--- src/rtl/mem_load_unit.sv ---
// rtl/mem_load_unit.sv - MIPS memory-stage load unit: alignment check, bus request, lane extract
// Accepts one load at a time, issues it on an SRAM-like bus and returns a registered, extended result.
module mem_load_unit #(
  parameter int DW         = 32,
  parameter bit BIG_ENDIAN = 1'b1
) (
  input  logic          clk,
  input  logic          resetn,
  input  logic          ld_valid,
  output logic          ld_ready,
  input  logic [2:0]    ld_op,
  input  logic [31:0]   ld_addr,
  input  logic          flush,
  output logic          mem_req,
  output logic [31:0]   mem_addr,
  input  logic          mem_addr_ok,
  input  logic [DW-1:0] mem_rdata,
  input  logic          mem_data_ok,
  output logic          res_valid,
  output logic [DW-1:0] res_data,
  output logic          res_err,
  output logic [31:0]   res_badaddr
);

  localparam int LSB = $clog2(DW / 8);

  typedef enum logic [1:0] {
    S_IDLE,
    S_REQ,
    S_WAIT,
    S_DRAIN
  } state_t;

  state_t r_state;
  state_t w_next;

  logic [2:0]    r_op;
  logic [31:0]   r_addr;
  logic          r_res_valid;
  logic          r_res_err;
  logic [DW-1:0] r_res_data;
  logic [31:0]   r_res_badaddr;

  logic          w_accept;
  logic          w_err;
  logic          w_capture;
  logic [LSB-1:0] w_off;
  logic [DW-1:0] w_shifted;
  logic [7:0]    w_byte;
  logic [15:0]   w_half;
  logic [31:0]   w_word;
  logic [DW-1:0] w_ext;

  assign w_accept  = (r_state == S_IDLE) && ld_valid && !flush;
  assign w_capture = (r_state == S_WAIT) && mem_data_ok && !flush;

  // Misaligned accesses, op 7, and 64-bit-only ops on a 32-bit bus never reach the bus.
  always_comb begin
    w_err = 1'b0;
    case (ld_op)
      3'd2, 3'd3: w_err = ld_addr[0];
      3'd4:       w_err = |ld_addr[1:0];
      3'd5:       w_err = (|ld_addr[1:0]) || (DW == 32);
      3'd6:       w_err = (|ld_addr[2:0]) || (DW == 32);
      3'd7:       w_err = 1'b1;
      default:    w_err = 1'b0;
    endcase
  end

  always_comb begin
    w_next = r_state;
    case (r_state)
      S_IDLE: begin
        if (w_accept && !w_err) w_next = S_REQ;
      end
      S_REQ: begin
        if (flush)            w_next = mem_addr_ok ? S_DRAIN : S_IDLE;
        else if (mem_addr_ok) w_next = S_WAIT;
      end
      S_WAIT: begin
        if (mem_data_ok) w_next = S_IDLE;
        else if (flush)  w_next = S_DRAIN;
      end
      S_DRAIN: begin
        if (mem_data_ok) w_next = S_IDLE;
      end
      default: w_next = S_IDLE;
    endcase
  end

  // Shift the addressed lane to the top (big endian) or bottom (little endian) of the bus word.
  assign w_off     = r_addr[LSB-1:0];
  assign w_shifted = BIG_ENDIAN ? (mem_rdata << {w_off, 3'b000})
                                : (mem_rdata >> {w_off, 3'b000});
  assign w_byte    = BIG_ENDIAN ? w_shifted[DW-1 -: 8]  : w_shifted[7:0];
  assign w_half    = BIG_ENDIAN ? w_shifted[DW-1 -: 16] : w_shifted[15:0];
  assign w_word    = BIG_ENDIAN ? w_shifted[DW-1 -: 32] : w_shifted[31:0];

  always_comb begin
    w_ext = mem_rdata;
    case (r_op)
      3'd0:    w_ext = DW'($signed(w_byte));
      3'd1:    w_ext = DW'(w_byte);
      3'd2:    w_ext = DW'($signed(w_half));
      3'd3:    w_ext = DW'(w_half);
      3'd4:    w_ext = DW'($signed(w_word));
      3'd5:    w_ext = DW'(w_word);
      default: w_ext = mem_rdata;
    endcase
  end

  always_ff @(posedge clk or negedge resetn) begin
    if (!resetn) begin
      r_state       <= S_IDLE;
      r_op          <= 3'd0;
      r_addr        <= 32'd0;
      r_res_valid   <= 1'b0;
      r_res_err     <= 1'b0;
      r_res_data    <= '0;
      r_res_badaddr <= 32'd0;
    end else begin
      r_state     <= w_next;
      r_res_valid <= 1'b0;
      if (w_accept) begin
        r_op   <= ld_op;
        r_addr <= ld_addr;
        if (w_err) begin
          r_res_valid   <= 1'b1;
          r_res_err     <= 1'b1;
          r_res_badaddr <= ld_addr;
          r_res_data    <= '0;
        end
      end else if (w_capture) begin
        r_res_valid   <= 1'b1;
        r_res_err     <= 1'b0;
        r_res_badaddr <= 32'd0;
        r_res_data    <= w_ext;
      end
    end
  end

  // ld_ready is gated by resetn so every output reads 0 while the unit is held in reset.
  assign ld_ready    = (r_state == S_IDLE) && resetn;
  assign mem_req     = (r_state == S_REQ);
  assign mem_addr    = {r_addr[31:LSB], {LSB{1'b0}}};
  assign res_valid   = r_res_valid;
  assign res_err     = r_res_err;
  assign res_data    = r_res_data;
  assign res_badaddr = r_res_badaddr;

endmodule

--- config.mk ---
export PLATFORM = sky130hd
export DESIGN_NAME = mem_load_unit
export DESIGN_NICKNAME = d
export VERILOG_FILES = /design/src/rtl/mem_load_unit.sv
export SDC_FILE = /design/constraint.sdc
export NUM_CORES = 1
export LEC_CHECK = 0
export CAP_MARGIN = 20
export CORE_ASPECT_RATIO = 0.7
export CORE_MARGIN = 4
export CORE_UTILIZATION = 44
export CTS_BUF_LIST = sky130_fd_sc_hd__clkbuf_2 sky130_fd_sc_hd__clkbuf_4 sky130_fd_sc_hd__clkbuf_8
export CTS_CLUSTER_SIZE = 8
export DETAILED_ROUTE_END_ITERATION = 10
export PLACE_DENSITY = 0.8
export SETUP_SLACK_MARGIN = 0.3
export SLEW_MARGIN = 10
export SYNTH_ARGS = -nofsm -noshare
export SYNTH_HDL_FRONTEND = slang
export SYNTH_SLANG_ARGS = --single-unit
--- constraint.sdc ---
create_clock -name clk -period 2 [get_ports clk]
set_clock_uncertainty 0.1 [all_clocks]
set_input_delay 0.6 -clock clk [delete_from_list [all_inputs] [get_ports clk]]
set_output_delay 0.6 -clock clk [all_outputs]
set_load 0.005 [all_outputs]
==> metrics.cfg, run 1 <==
[logic_synthesis]
syn_inst=537
syn_area_per_cell_um2=10.1
ys_async_sr_fraction_pct=100
netlist_area_um2=5420
synth-seq-cells=103
ys.flop_type=dfrtp_1
yosys_warnings=0
synth_edf_count=0
synth_seq_area_share_pct=47.5
ys_types=47
synth_area_leaders=dfrtp_1, mux2_2, nand2_1, buf_4, a211o_1
yosys.area.top_type_share_pct=47.5
yosys.area.top_type=dfrtp_1

[cts]
cts.sinks=103
cts_buffer_depth=2
cts_tree=built
numCtsBuffers=9
cts_root_buffer=clkbuf_8
cts_hold_buf=0
clock_latency_ns=0.39
clk_pin_slew_ns=0.10
htreeDepth=3

[job]
drv_cap=0

[route]
drtPass1Iterations=5
drc=0
ant_nets=0
wl_met3_um=1980
wl_met1_um=9400
topRoutingLayerUsed=met4
initialDrtViolationCount=524
avgRoutedWirePerCell_um=22.1
viasPerCell=5.74
routed_wirelength_um=22000
route.met2.wl_um=10000
num_vias=5701

[power_and_ir_drop]
peakVddDrop_mv=0.666
p_leak_nw=4.63
p_total_mw=12.2
power.density_nw_per_um2=1350

[final_layout]
final_cell_mix=buf_4, dfrtp_1, clkdlybuf4s50_1
area_growth_pct=67.3
drive_gt1_share_pct=51.4
final_nets=904
fill_cells=768
final_common_cell=buf_4

[critical_path]
startpoint_type=flip-flop
critPathRequiredTime_ns=2.13
critPathSlowestCell=or3b_4
crit_chain=buf_6, nor4b_4, or3b_4, buf_12, a31oi_4, o211ai_1
arrival_ns=2.21
slowest_delay_ns=0.47
critical_path_peak_fanout=5
cp-end-kind=flip-flop
worstSetupPathType=flip-flop to flip-flop

[sta]
final-max-slew-violation-count=0
slew_headroom_pct=50.9
max_freq_ghz=0.483
fin_crit_ns=2.07
setup_ws_ns=-0.0706
grt_setup_unrepaired=true
setup_violations=47
hold-worst-slack_ns=0.222
period_share_pct=104
worst_pin_slew_ns=0.733
hold_viol_final=0

[floorplan]
dieArea_um2=14200
dieHeight_um=101
fp.coreArea_um2=11900
io_pins=173
initial_core_util_pct=45.6
die_x_um=141
num_rows=33

[placement]
place_hpwl_um=12900
pre_cts_ws_ns=-0.817
numPortBuffers=170
gp_congestion=0.926

[grt]
grtUsageTotal_pct=28.3
grt_pass1_vias=5579
gr-total-overflow=0
antenna_found_initial=1
grt_pass1_wl_um=31100
grt_max_degree=66

[run_status]
status=finished, violations left
violations=setup timing

[worst_hold_path]
holdCritPathClass=input pin to async pin

-- worst max-delay path, delay by kind of cell, from the launching register on --
kind | cells | cell delay [ns]
buffers and inverters | 2 | 0.31
AND/OR/NAND/NOR | 2 | 0.80
AO/OA/AOI/OAI | 2 | 0.27
flip-flops | 1 | 0.44
-- cell families (layout without fill, tap and decap cells) --
logic type             after synthesis  after routing  synth area share (%)
XOR/XNOR                             1              1                 0.162
multiplexers                        56             56                  11.8
AO/OA/AOI/OAI                      109            109                  14.7
other                                1              3                0.0692
buffers and inverters               82            380                  8.10
flip-flops                         103            103                  47.5
AND/OR/NAND/NOR                    185            185                  17.6
-- routing by layer --
layer / GRT usage [%] / vias up
met3: 7.73 / 63
met2: 42.8 / 308
met5: 0 / -
met4: 10.3 / 0
li1: - / 2494
met1: 39.3 / 2836
-- synth_stat cells (2+ instances only) --
cell / instances
buf_1: 3
and2_1: 8
a211oi_1: 9
nor2_1: 19
nor3b_1: 7
dfrtp_1: 103
a211o_1: 23
mux4_2: 2
o21ai_0: 19
nor4bb_1: 7
mux2i_1: 10
a2bb2oi_1: 2
a31oi_1: 3
mux2_2: 44
a222oi_1: 7
nand2_1: 71
a221oi_1: 2
a22o_1: 4
nor3_1: 12
a2111oi_0: 2
nand2b_1: 4
nor2b_1: 18
buf_4: 32
nand3_1: 29
a21oi_1: 15
buf_2: 9
a221o_1: 7
clkbuf_1: 30
inv_1: 8
o22ai_1: 11
-- where the power goes --
| part | switching [mW] | internal, mW |
|---|---|---|
| clock | 0.792 | 0.477 |
| sequential | 0.663 | 3.06 |
| combinational | 3.16 | 4.05 |
| total | 4.62 | 7.59 |
-- state kept, by name (all words and copies together) (netlist names) --
signal,count
res_badaddr,32
res_data,32
r_addr,32
res_valid,1
r_state,2
res_err,1
r_op,3
-- through the flow --
step / area [um2] / instances / util [%] / TNS (ns)
after floorplan: 5660 / 538 / - / -0.0202
after global placement: 7710 / 867 / 64.9 / -54.23
after detailed placement: 7710 / 867 / 64.9 / -60.74
after CTS: 8770 / 965 / 73.7 / 0
after global routing: 9070 / 994 / 76.3 / -5.10
final: 9070 / 994 / 76.3 / -1.48
-- layout make-up --
cell class / instances / area, um2 / area share (%)
Timing Repair Buffer: 356 / 3130 / 34.5
Clock inverter: 6 / 45.0 / 0.497
Antenna cell: 1 / 2.50 / 0.0276
Multi-Input combinational cell: 353 / 2950 / 32.5
Clock buffer: 10 / 131 / 1.45
Sequential cell: 103 / 2580 / 28.5
Tap cell: 157 / 196 / 2.17
Inverter: 8 / 33.8 / 0.373
-- final timing paths --
check                      slack, ns  cells after the start                     start                     endpoint
min in group clk                0.40                      1  res_data[10]$_DFFE_PN0P_     res_data[10]$_DFFE_PN0P_
setup reg to reg               -0.07                      6    r_state[1]$_DFFE_PN0P_     res_data[11]$_DFFE_PN0P_
max in group asynchronous       0.63                      3                    resetn        r_addr[0]$_DFFE_PN0N_
hold reg to reg                 0.40                      1  res_data[10]$_DFFE_PN0P_     res_data[10]$_DFFE_PN0P_
setup / recovery               -0.07                      6    r_state[1]$_DFFE_PN0P_     res_data[11]$_DFFE_PN0P_
hold / removal                  0.22                      2                    resetn  res_badaddr[17]$_DFFE_PN0P_
-- timing repair --
| item | 4_1_cts | 5_1_grt |
|---|---|---|
| gates cloned | 11 | 3 |
| pin swaps | 34 | 38 |
| endpoints found under the setup margin | 197 | 188 |
| buffers inserted | 71 | 25 |
| resized for setup | 370 | 123 |
(Power assumes the default switching activity.)
==> inputs of run 2 (changes only) <==
--- a/config.mk
+++ b/config.mk
@@ -12,6 +12,7 @@
 export CTS_BUF_LIST = sky130_fd_sc_hd__clkbuf_2 sky130_fd_sc_hd__clkbuf_4 sky130_fd_sc_hd__clkbuf_8
 export CTS_CLUSTER_SIZE = 8
 export DETAILED_ROUTE_END_ITERATION = 10
+export GPL_ROUTABILITY_DRIVEN = 0
 export PLACE_DENSITY = 0.8
 export SETUP_SLACK_MARGIN = 0.3
 export SLEW_MARGIN = 10
==> run 2 against run 1 <==
  * The run still ends with setup timing left
  * Register-to-register slack improved by 0.03 ns
  * Setup slack better by 0.033 ns
  * Combinational power is 3.2% lower
  * Die area did not move
  * Via count decreased by 2.6%
  * First-iteration DRC count grew 17%
  * Utilization decreased by 2.8 points
  * Maximum frequency up 1.6%
  * Largest power group unchanged
  * Largest cell class unchanged
  * Clock-buffer cell count did not move
  * Sequential cell count unchanged
  * Sequential power hardly changed
==> metrics.cfg, run 2 (synthesis gave the netlist of run 1 again) <==
[final_layout]
fill_cells=790
finalNonFillerCells=980
final_nets=891
drive_gt1_share_pct=45.1
area_growth_pct=61.1
final_common_cell=buf_4
final_cell_mix=buf_4, dfrtp_1, nand2_1

[sta]
hold-worst-slack_ns=0.245
hold_viol_final=0
grt_setup_unrepaired=true
period_share_pct=102
slew_headroom_pct=45.8
fin_crit_ns=2.04
worst_pin_slew_ns=0.810
final-max-slew-violation-count=0
max_freq_ghz=0.491
setup_violations=13
setup_ws_ns=-0.0375

[route]
num_vias=5552
drc=0
routed_wirelength_um=20100
initialDrtViolationCount=613
drtPass1Iterations=6
avgRoutedWirePerCell_um=20.5
ant_nets=0
viasPerCell=5.67

[critical_path]
r2r_cells=7
critPathRequiredTime_ns=2.16
cp-end-kind=flip-flop
arrival_ns=2.20
critical_path_peak_fanout=21
startpoint_type=flip-flop
rrSetupSlack_ns=-0.04
r2r_end=res_badaddr[19]$_DFFE_PN0P_
worstSetupPathType=flip-flop to flip-flop
crit_start=r_state[1]$_DFFE_PN0P_
reg2reg_from=r_state[1]$_DFFE_PN0P_

[cts]
clock_latency_ns=0.37
cts.sinks=103
cts_root_buffer=clkbuf_8
numCtsBuffers=9
clk_pin_slew_ns=0.10
cts_buffer_depth=2
cts_tree=built
htreeDepth=3

[grt]
antenna_found_initial=3
grt_max_degree=58
grtUsageTotal_pct=26.7
gr-total-overflow=0
grt_pass1_wl_um=29900
grt_pass1_vias=5516

[placement]
dp_cells=863
place_hpwl_um=13000
numPortBuffers=170

[job]
drv_cap=0

[floorplan]
die_x_um=141
initial_core_util_pct=45.6
num_rows=33
io_pins=173
dieArea_um2=14200
dieHeight_um=101
fp.coreArea_um2=11900

[power_and_ir_drop]
peakVddDrop_mv=0.710
p_total_mw=12.0
p_leak_nw=4.42
power.density_nw_per_um2=1370

[worst_hold_path]
holdCritPathClass=input pin to async pin

[run_status]
violations=setup timing
status=finished, violations left

[run 2: changes by cell type in the layout (fill, tap and decap cells not counted), moves of 3 or more]
cell / delta
buf_4: +5
buf_16: -9
nand2_2: -18
nand2_1: +25
clkdlybuf4s15_1: +20
buf_6: -4
o21ai_1: +3
buf_2: -33
clkbuf_2: +12
nand2_4: -7
buf_12: -7
o21ai_0: -3
[run 2: cell type report]
cell class,count,area (um2),share of cell area [%]
timing repair buffer,343,2890,33.0
multi-input combinational,353,2850,32.6
sequential,103,2580,29.6
tap,157,196,2.25
clock buffer,10,138,1.58
clock inverter,3,46.3,0.530
inverter,8,30.0,0.344
antenna,3,7.51,0.0860
[run 2: critical path, cell delays in order, from the launching register on]
cell and delay [ns]:
dfrtp_2 0.42, buf_6 0.14, nor4b_4 0.33, buf_4 0.17, or3b_4 0.40, buf_12 0.18, nand3_2 0.09, nand2_1 0.07
[run 2: how the worst max path moves through the flow]
stage | slack [ns] | end | cells past startpoint
after global routing | -0.11 | res_badaddr[19]$_DFFE_PN0P_ | 7
after global placement | -0.71 | res_data[22]$_DFFE_PN0P_ | 4
after detailed placement | -0.81 | res_data[16]$_DFFE_PN0P_ | 4
after CTS | -0.001 | res_data[2]$_DFFE_PN0P_ | 6
final | -0.04 | res_badaddr[19]$_DFFE_PN0P_ | 7
after floorplan | -0.01 | res_data[5]$_DFFE_PN0P_ | 5
[run 2: routing by layer]
layer / up-vias / global-route usage [%] / routed length [um] / part of all wire (%)
li1: 2468 / - / - / -
met1: 2706 / 36.5 / 8390 / 42
met2: 320 / 41.8 / 9210 / 46
met3: 58 / 6.92 / 1920 / 9.6
met4: 0 / 9.01 / 597 / 3.0
met5: - / 0 / 0 / 0
[run 2: stage by stage]
step / setup slack (ns) / util [%] / area, um2 / TNS, ns
floorplan: -0.0101 / - / 5660 / -0.0202
finish: -0.0375 / 73.4 / 8730 / -0.120
CTS: -0.00108 / 71.7 / 8530 / -0.00108
detailed placement: -0.806 / 64.6 / 7680 / -62.93
global route: -0.110 / 73.4 / 8730 / -3.93
global placement: -0.710 / 64.6 / 7680 / -55.45
[run 2: power breakdown]
group	total, mW	switching, mW	internal (mW)	leakage (nW)
Clock	1.30	0.705	0.595	0.0903
Combinational	6.99	3.02	3.97	3.03
Sequential	3.72	0.659	3.06	1.30
Total	12.0	4.38	7.62	4.42
[run 2: repair_timing]
| action | 4_1_cts | 5_1_grt |
|---|---|---|
| pin swaps | 17 | 17 |
| setup endpoints to repair | 197 | 228 |
| hold buffers | 0 | 0 |
| gates cloned | 2 | 5 |
| hold endpoints to repair | 0 | 0 |
| gates resized for setup | 311 | 87 |
| buffers inserted | 52 | 42 |
